==> src/rtl/fwd_scoreboard.sv <==
// Forwarding scoreboard for the decode stage.
// Tracks the destination tags of DEPTH in-flight post-decode stages and, for each
// decode read port, forwards the youngest matching result. When that result is
// not final yet (load-use), it raises a decode stall so the consumer is held.
// fwd_en, fwd_data and stall_id are combinational from the current tags and
// inputs, so they add no latency to decode. tag_valid, tag_addr and stall_count
// come straight from registers.
module fwd_scoreboard #(
  parameter int DATA_W     = 16,
  parameter int REG_AW     = 4,
  parameter int NUM_SRC    = 3,
  parameter int DEPTH      = 3,
  parameter int ZERO_NOFWD = 0
) (
  input  logic                      clk,
  input  logic                      rst,
  input  logic                      id_valid,
  input  logic                      id_wb_en,
  input  logic [REG_AW-1:0]         id_wb_addr,
  input  logic [NUM_SRC*REG_AW-1:0] src_addr,
  input  logic [NUM_SRC-1:0]        src_used,
  input  logic                      pipe_advance,
  input  logic [DEPTH-1:0]          flush_mask,
  input  logic [DEPTH*DATA_W-1:0]   stage_data,
  input  logic [DEPTH-1:0]          stage_data_ok,
  input  logic                      stat_clr,
  output logic [NUM_SRC*DATA_W-1:0] fwd_data,
  output logic [NUM_SRC-1:0]        fwd_en,
  output logic                      stall_id,
  output logic [DEPTH-1:0]          tag_valid,
  output logic [DEPTH*REG_AW-1:0]   tag_addr,
  output logic [15:0]               stall_count
);

  // Tag pipeline: entry 0 is EX, entry DEPTH-1 is WB.
  logic [DEPTH-1:0]          valid_q;
  logic [DEPTH-1:0]          valid_d;
  logic [DEPTH*REG_AW-1:0]   addr_q;
  logic [DEPTH*REG_AW-1:0]   addr_d;
  logic [15:0]               stall_cnt_q;
  logic [15:0]               stall_cnt_d;

  // Match results per read port.
  logic [NUM_SRC-1:0]        found_s;
  logic [NUM_SRC-1:0]        hazard_s;
  logic [NUM_SRC-1:0]        fwd_en_s;
  logic [NUM_SRC*DATA_W-1:0] fwd_data_s;
  logic                      stall_s;

  // Youngest-match search: the first (lowest k) valid tag with the same address
  // decides the port; an older match never applies once a younger one is seen.
  always_comb begin
    found_s    = {NUM_SRC{1'b0}};
    hazard_s   = {NUM_SRC{1'b0}};
    fwd_en_s   = {NUM_SRC{1'b0}};
    fwd_data_s = {(NUM_SRC*DATA_W){1'b0}};
    for (int i = 0; i < NUM_SRC; i++) begin
      for (int k = 0; k < DEPTH; k++) begin
        if (!found_s[i] && src_used[i] && valid_q[k] &&
            (addr_q[k*REG_AW +: REG_AW] == src_addr[i*REG_AW +: REG_AW]) &&
            !((ZERO_NOFWD != 0) && (src_addr[i*REG_AW +: REG_AW] == {REG_AW{1'b0}}))) begin
          found_s[i] = 1'b1;
          if (stage_data_ok[k]) begin
            fwd_en_s[i]                       = 1'b1;
            fwd_data_s[i*DATA_W +: DATA_W]    = stage_data[k*DATA_W +: DATA_W];
          end else begin
            hazard_s[i]                       = 1'b1;
          end
        end else begin
          found_s[i] = found_s[i];
        end
      end
    end
  end

  // A hazard only stalls when decode actually holds an instruction.
  always_comb begin
    stall_s = id_valid & (|hazard_s);
  end

  // Next tag state: shift on advance (a stalled decode issues a bubble), then
  // apply flush_mask to the resulting entries, including the freshly issued one.
  always_comb begin
    valid_d = valid_q;
    addr_d  = addr_q;
    if (pipe_advance) begin
      valid_d = {valid_q[DEPTH-2:0], (id_valid & id_wb_en & ~stall_s)};
      addr_d  = {addr_q[(DEPTH-1)*REG_AW-1:0], id_wb_addr};
    end else begin
      valid_d = valid_q;
    end
    valid_d = valid_d & ~flush_mask;
  end

  // Stall statistics: synchronous clear wins, otherwise count advancing stall cycles
  // and stick at all-ones.
  always_comb begin
    stall_cnt_d = stall_cnt_q;
    if (stat_clr) begin
      stall_cnt_d = 16'h0000;
    end else if (stall_s && pipe_advance && (stall_cnt_q != 16'hFFFF)) begin
      stall_cnt_d = stall_cnt_q + 16'h0001;
    end else begin
      stall_cnt_d = stall_cnt_q;
    end
  end

  // State registers; reset drops every in-flight tag at once so nothing stale forwards.
  always_ff @(posedge clk or negedge rst) begin
    if (!rst) begin
      valid_q     <= {DEPTH{1'b0}};
      addr_q      <= {(DEPTH*REG_AW){1'b0}};
      stall_cnt_q <= 16'h0000;
    end else begin
      valid_q     <= valid_d;
      addr_q      <= addr_d;
      stall_cnt_q <= stall_cnt_d;
    end
  end

  // Output drive.
  always_comb begin
    fwd_data    = fwd_data_s;
    fwd_en      = fwd_en_s;
    stall_id    = stall_s;
    tag_valid   = valid_q;
    tag_addr    = addr_q;
    stall_count = stall_cnt_q;
  end

endmodule
==> config.mk <==
export PLATFORM = sky130hd
export DESIGN_NAME = fwd_scoreboard
export DESIGN_NICKNAME = d
export VERILOG_FILES = /design/src/rtl/fwd_scoreboard.sv
export SDC_FILE = /design/constraint.sdc
export NUM_CORES = 1
export LEC_CHECK = 0
export CORE_MARGIN = 1.5
export CORE_UTILIZATION = 39
export CTS_CLUSTER_DIAMETER = 30
export DETAILED_ROUTE_END_ITERATION = 12
export PLACE_DENSITY = 0.93
export SLEW_MARGIN = 40
export SYNTH_ARGS = -nofsm -noshare
export SYNTH_HDL_FRONTEND = slang
export SYNTH_SLANG_ARGS = --single-unit
==> constraint.sdc <==
create_clock -name clk -period 3.25 [get_ports clk]
set_input_delay 0.325 -clock clk [delete_from_list [all_inputs] [get_ports clk]]
set_output_delay 0.325 -clock clk [all_outputs]
set_load 0.01 [all_outputs]
Word-level counts from Yosys, hierarchy flattened --
Index checks and enable logic that the tools add are counted.
Word-level totals: input bits 79, output and inout bits 83, logic and storage cells 111, bits in read-only memories 0, memories 0, latch bits 0, memory bits (writable) 0, flip-flop bits (word level) 31
Cells by class: reductions and logical operators 34, multiplexer cells 57, div/mod/pow operators 0, shifts and indexed selects 0, bitwise logic cells 6, eq/ne operators 10, order comparisons 0, add/subtract/negate cells 1, $mul 0
Operators with widths (count):
- 16-bit two-way mux | 18
- 1-bit two-way mux | 38
- 4-bit == test | 9
- 1-bit logical AND | 26
- 16-bit by 1-bit adder with 16-bit output, second input constant | 1
- 16-bit inequality test, second input constant | 1
- 1-bit logical NOT | 6
- 1-bit AND | 3
- 3-bit AND | 1
- 3-bit two-way mux | 1
- 3-bit inverter | 1
- 3-bit OR reduction | 1
- 2-bit nonzero test | 1
- 1-bit inverter | 1

Logic depth before layout (Yosys ltp) --
Gate-level depths: netlist of run 1.
depth after elaboration 19, depth in mapped cells 10, mapped depth without buffers 8

Least setup slack after synthesis of run 1 --
Ideal clock, no wire load.
path type register to register, start point register addr_q[7] (netlist: tag_addr[7]), end point register stall_cnt_q[9] (netlist: stall_count[9]), buffers on the path 1, path slack 0.673 ns, data arrival time 2.452 ns, data required time 3.125 ns, library setup time 0.125 ns, cell stages (with the launch flop) 10, clock period less this slack 2.577 ns, cells stage by stage dfrtp_1 inv_2 o2111ai_1 nor3b_1 or4_1 and3_1 o221a_1 buf_6 nor4b_1 mux2_2
Between the ends: word-level cells in the longest chain between the ends 13, elaborated cells on any way between the ends 35, those cells by class eq/ne (3); mux (12); bitwise (1); reduce/logical (19)
Ends and longest elaborated chain:
- start, declared | line 38 | logic [DEPTH*REG_AW-1:0] addr_q;
- start signal, assigned | line 112 | addr_q <= {(DEPTH*REG_AW){1'b0}};
- start signal, assigned | line 116 | addr_q <= addr_d;
- 4-bit == test | line 60 | (addr_q[k*REG_AW +: REG_AW] == src_addr[i*REG_AW +: REG_AW]) &&
- 1-bit logical AND | line 59 | if (!found_s[i] && src_used[i] && valid_q[k] &&
- 1-bit two-way mux | line 59
- 1-bit logical NOT | line 59
- 1-bit logical AND (3 in series) | line 59
- 1-bit two-way mux | line 59
- 3-bit OR reduction * | line 78 | stall_s = id_valid & (|hazard_s);
- 1-bit AND * | line 78
- 1-bit logical AND * (2 in series) | line 101 | end else if (stall_s && pipe_advance && (stall_cnt_q != 16'hFFFF)) begin
- 2-bit nonzero test (no line) *
- end signal, assigned | line 117 | stall_cnt_q <= stall_cnt_d;
- end, declared | line 40 | logic [15:0] stall_cnt_q;
Mark *: on every way between the ends. The rest lies on a longest branch, timed or not. A chain may end at the register's enable or synchronous reset.

Worst setup path after layout of run 1 --
start point input port src_addr[2], end point output port fwd_data[9]
Between the ends: word-level cells in the longest chain between the ends 13, elaborated cells on any way between the ends 19, those cells by class eq/ne (3); mux (7); reduce/logical (9)
Ends and longest elaborated chain:
- start, declared | line 20 | input logic [NUM_SRC*REG_AW-1:0] src_addr,
- 4-bit == test | line 60
- 1-bit logical AND | line 59
- 1-bit two-way mux | line 59
- 1-bit logical NOT | line 59
- 1-bit logical AND (3 in series) | line 59
- 1-bit two-way mux | line 59
- 1-bit logical NOT | line 59
- 1-bit logical AND (3 in series) | line 59
- 16-bit two-way mux * | line 59
- end, declared | line 27 | output logic [NUM_SRC*DATA_W-1:0] fwd_data,
Marked as above.

==> results.json, run 1 <==
{
  "synth_edf_count": 0,
  "ys_async_sr_fraction_pct": 100,
  "viasPerCell": 6.08,
  "final_common_cell": "clkdlybuf4s50_1",
  "clock_skew_ps": 7.74,
  "maxCapViolations": 0,
  "grt_use_met2_pct": 52.6,
  "clockBufferDepth": 2,
  "drive_above_1_share_pct": 13.5,
  "power-per-cell-area_mw_per_mm2": 236,
  "yosys_warnings": 0,
  "fmax_ghz": 0.314,
  "worstMarginPinSlew_ps": 709,
  "clk_latency_ps": 290,
  "yosys.area_share.simple_pct": 21.9,
  "postRouteWirelength_um": 11800,
  "muxShareOfSynthArea_pct": 6.34,
  "comb_power_share_pct": 33.8,
  "cts_buffers": 5,
  "synth-xor-area-share_pct": 9.44,
  "synthFlopType": "dfrtp_1",
  "synth.distinct_cells": 40,
  "pwr-share-clk_pct": 30.0,
  "fin_nets": 612,
  "ys_top_cells_by_area": "dfrtp_1 28%, a22oi_1 12%, o21ai_0 10%",
  "area_delta_synth_final_pct": 79.0,
  "path_clk_slew_ps": 70,
  "reg2reg_slack_ps": 260,
  "clockRootBuffer": "clkbuf_8",
  "yosysSeqAreaShare_pct": 27.9,
  "worstPathRequired_ps": 2920,
  "num_rows": 30,
  "synthAdderAreaFrac_pct": 0.449,
  "finalPower_mw": 1.18,
  "grt_pass1_vias": 3624,
  "synth_top_family_by_area": "compound AO/OA/AOI/OAI gates",
  "synth_top_area_share_pct": 27.9,
  "p_switching_mw": 0.360,
  "hold_viol_final": 0,
  "crit_type": "in -> out",
  "relSlewSlack_pct": 52.6,
  "initial_core_util_pct": 40.8,
  "portBuffers": 161,
  "hold_ws_ps": 427,
  "synth_cells": 351,
  "drt_first_pass_iters": 5,
  "start_kind": "input port",
  "holdBufCountCts": 0,
  "synth_compound_area_share_pct": 29.7,
  "fin_crit_ps": 3190,
  "yosysTopAreaCell": "dfrtp_1",
  "slew_viol_final": 0,
  "arrival_ps": 2860,
  "hp-class": "in -> async",
  "ys_seq_elements": 31,
  "timing.final.crit_share_pct": 98.1,
  "synth_area_per_cell_um2": 7.93,
  "htreeDepth": 2,
  "die_y_um": 87.5,
  "crit_end": "fwd_data[9]",
  "synth_area_mm2": 0.00278,
  "met1_usage_pct": 32.3,
  "r2r-end": "stall_count[9]$_DFFE_PN0P_",
  "grt_overflow": 0,
  "diodes": 0,
  "crit_start": "src_addr[2]",
  "utilization_pct": 72.9,
  "power_frac_seq_pct": 36.2,
  "r2r_start": "tag_addr[5]$_DFFE_PN0P_",
  "drt_iter0_drc": 261,
  "vias": 3823,
  "drc": 0,
  "p_leak_nw": 2.16,
  "die_w_um": 87.5,
  "ant_nets": 0,
  "vdd_drop_max_mv": 0.362,
  "grt_pass1_wl_um": 17500,
  "tns_ps": 0,
  "syn_nets": 431,
  "endpoint_kind": "output pin",
  "cts_tree": "yes",
  "grt_start_max_net_pins": 32,
  "antenna_found_initial": 0,
  "track_usage_pct": 28.9,
  "setup-violations-final": 0,
  "gp_congestion": 0.950,
  "busiest_layer": "met2",
  "final_cell_mix": "137 x clkdlybuf4s50_1, 57 x o21ai_0, 46 x a22oi_1",
  "detail_route.wl_per_cell_um": 18.8,
  "use_met3_pct": 5.69,
  "r2r_cells": 10,
  "dpl.hpwl_um": 8190,
  "switching_share_pct": 30.6,
  "status": "finished, final reports clean",
  "dieArea_mm2": 0.00765,
  "p_int_mw": 0.817,
  "cts_sinks": 31,
  "worst-path-max-fanout": 16,
  "ioPinCount": 162,
  "coreArea_mm2": 0.00683
}
## synth_stat cells, drive strengths merged (5+ instances only)
cell type and count:
nand2b 7, nor2b 7, o21ai 57, nand4 7
dfrtp 31, clkbuf 18, nor2 14, a21oi 11
a22oi 46, inv 6, nor3 6, nand2 28
xor2 17, mux2 13, nor4 5, xnor2 13
nand3 16, or3 9
## cells by family after synthesis
logic type | after synthesis
AOI/OAI and AO/OA | 129
and+or+nand+nor | 116
DFF | 31
xor gates and xnor gates | 30
buffers and inverters | 28
muxes | 16
adders and majority gates | 1
## timing repair
| item | in CTS | in global routing |
|---|---|---|
| endpoints found under the setup margin | 45 | 47 |
| pin swaps | 1 | 2 |
| setup buffers | 2 | 1 |
| gates cloned | 0 | 1 |
| resized for setup | 7 | 37 |
## metrics by stage
stage          worst slack (ps)  instances  cell area (um2)
2_1_floorplan               673        351             2780
3_3_place_gp               -551        617             4690
3_5_place_dp               -275        617             4690
4_1_cts                    5.59        627             4850
5_1_grt                   -68.9        629             4980
6_report                   61.0        629             4980
## sequential cells by signal, indices dropped and copies added, names as in the netlist
register	count
tag_valid	3
tag_addr	12
stall_count	16
## layout make-up
| class | instances | area, um2 |
|---|---|---|
| tap | 96 | 120 |
| fill | 490 | 1850 |
| clock buffer | 7 | 96.3 |
| clock inverter | 1 | 7.51 |
| sequential | 31 | 776 |
| timing repair buffer | 196 | 1990 |
| inverter | 6 | 22.5 |
| multi-input combinational | 292 | 1970 |
## power groups by stage
| stage | sequential, mW | clock [mW] | combinational (mW) |
|---|---|---|---|
| final | 0.427 | 0.353 | 0.398 |
| after global routing | 0.429 | 0.370 | 0.420 |
| after CTS | 0.426 | 0.354 | 0.384 |
| after detailed placement | 0.433 | 0 | 0.374 |
| after global placement | 0.432 | 0 | 0.361 |
| after floorplan | 0.456 | 0 | 0.108 |
## how the worst min path moves through the flow
stage,startpoint,to,slack (ps)
4_1_cts,rst,stall_count[6]$_DFFE_PN0P_,450
3_3_place_gp,stall_count[15]$_DFFE_PN0P_,stall_count[15]$_DFFE_PN0P_,550
5_1_grt,rst,stall_count[2]$_DFFE_PN0P_,470
3_5_place_dp,stall_count[15]$_DFFE_PN0P_,stall_count[15]$_DFFE_PN0P_,560
6_report,rst,stall_count[8]$_DFFE_PN0P_,430
2_1_floorplan,rst,stall_count[0]$_DFFE_PN0P_,30
## worst max-delay path, cell delays in order
cell	delay [ps]
clkdlybuf4s50_1	560
nand2b_1	100
o2111ai_1	120
nor4_1	110
or4_4	560
nor2_4	160
buf_12	160
a22oi_1	90
o21ai_0	90
clkdlybuf4s50_1	580
## routing by layer
| metal | vias to the layer above | share of wire [%] |
|---|---|---|
| met5 | - | 0 |
| met4 | 0 | 4.2 |
| met3 | 50 | 9.6 |
| met2 | 278 | 49 |
| met1 | 1799 | 37 |
| li1 | 1696 | - |
Note: power is estimated with default switching activity, not from simulation.
==> inputs of run 2 (changes only) <==
Settings changed: CORE_MARGIN 1.5 to 1.
==> results.json, run 2 (same netlist as run 1, synthesis figures left out) <==
{
  "dieArea_mm2": 0.00748,
  "arrival_ps": 2930,
  "cts_sinks": 31,
  "grt_overflow": 0,
  "fin_nets": 611,
  "relSlewSlack_pct": 52.2,
  "dpl.hpwl_um": 8360,
  "initial_core_util_pct": 40.8,
  "drc": 0,
  "clk_latency_ps": 280,
  "r2r_cells": 11,
  "vdd_drop_max_mv": 0.304,
  "fin_crit_ps": 3260,
  "endpoint_kind": "output pin",
  "worst-path-max-fanout": 17,
  "finalPower_mw": 1.14,
  "clock_skew_ps": 6.63,
  "path_clk_slew_ps": 70,
  "p_leak_nw": 2.08,
  "start_kind": "input port",
  "gp_congestion": 0.983,
  "drt_iter0_drc": 251,
  "hold_viol_final": 0,
  "num_rows": 30,
  "grt_start_max_net_pins": 32,
  "r2r_start": "tag_addr[5]$_DFFE_PN0P_",
  "largest_reg_flops": 16,
  "grt_pass1_wl_um": 17300,
  "coreArea_mm2": 0.00683,
  "cts_buffers": 5,
  "viasPerCell": 6.01,
  "clockRootBuffer": "clkbuf_8",
  "worstPathRequired_ps": 2920,
  "clockBufferDepth": 2,
  "regArea_um2": 776,
  "finalNonFillerCells": 627,
  "area_delta_synth_final_pct": 78.2,
  "worstMarginPinSlew_ps": 715,
  "track_usage_pct": 29.3,
  "drt_first_pass_iters": 6,
  "ant_nets": 0,
  "fmax_ghz": 0.307,
  "cts_tree": "yes",
  "postRouteWirelength_um": 11900,
  "fin_ws_ps": -9.10,
  "dp.cells": 617,
  "portBuffers": 161,
  "power-per-cell-area_mw_per_mm2": 230,
  "multi_input_area_mm2": 0.00200,
  "die_y_um": 86.5,
  "vias": 3770,
  "detail_route.wl_per_cell_um": 19.0,
  "hold_ws_ps": 436,
  "drive_above_1_share_pct": 13.9,
  "pre_cts_ws_ps": -420,
  "status": "finished, violations left",
  "reg2reg_slack_ps": 230,
  "htreeDepth": 2,
  "grt_pass1_vias": 3561,
  "r2r-end": "stall_count[9]$_DFFE_PN0P_",
  "tns_ps": -9.10,
  "die_w_um": 86.5,
  "maxCapViolations": 0,
  "ioPinCount": 162,
  "hp-class": "in -> async",
  "final_common_cell": "clkdlybuf4s50_1",
  "setup-violations-final": 1,
  "crit_type": "in -> out",
  "violations": "setup timing",
  "fill_cells": 499,
  "final_cell_mix": "140 x clkdlybuf4s50_1, 57 x o21ai_0, 46 x a22oi_1",
  "timing.final.crit_share_pct": 100,
  "crit_start": "src_addr[2]",
  "diodes": 0,
  "antenna_found_initial": 0,
  "slew_viol_final": 0
}
-- run 2: per-stage QoR --
step / area, um2 / util, %
2_1_floorplan: 2780 / -
3_3_place_gp: 4690 / 68.6
3_5_place_dp: 4690 / 68.7
4_1_cts: 4830 / 70.7
5_1_grt: 4960 / 72.6
6_report: 4960 / 72.6
-- run 2: how the worst max path moves through the flow --
stage                                 end
5_1_grt                       fwd_data[7]
2_1_floorplan  stall_count[9]$_DFFE_PN0P_
6_report                      fwd_data[7]
3_3_place_gp                  fwd_data[6]
4_1_cts                      fwd_data[20]
3_5_place_dp                  fwd_data[6]
-- run 2: cell type report --
type | count | share of cell area [%]
Inverter | 6 | 0.454
Sequential cell | 31 | 15.6
Clock inverter | 1 | 0.101
Tap cell | 96 | 2.42
Clock buffer | 6 | 1.66
Multi-Input combinational cell | 293 | 40.3
Timing Repair Buffer | 194 | 39.4
-- run 2: metal layers --
layer | up-vias | GRT usage [%] | share of wire [%]
li1 | 1688 | - | -
met1 | 1777 | 33.6 | 36
met2 | 263 | 53.8 | 51
met3 | 42 | 5.14 | 9.6
met4 | 0 | 11.5 | 3.3
met5 | - | 0 | 0
-- run 2: where the power goes --
group | switching [mW] | internal, mW
combinational | 0.184 | 0.219
clock | 0.141 | 0.166
sequential | 0.0224 | 0.407
total | 0.347 | 0.792
-- run 2: what timing repair did --
| action | in CTS | in global routing |
|---|---|---|
| pin swaps | 1 | 2 |
| cloned | 0 | 1 |
| gates resized for setup | 9 | 33 |
| endpoints found under the setup margin | 50 | 50 |
| hold buffers | 0 | 0 |
| setup buffers | 2 | 0 |
-- run 2: critical path, cell delays in order --
cell,delay [ps]
clkdlybuf4s50_1,510
nand2b_1,120
o2111ai_1,130
nor4_2,430
and3b_1,270
and2_1,180
buf_12,160
a22oi_1,80
o21ai_0,120
clkdlybuf4s50_1,590
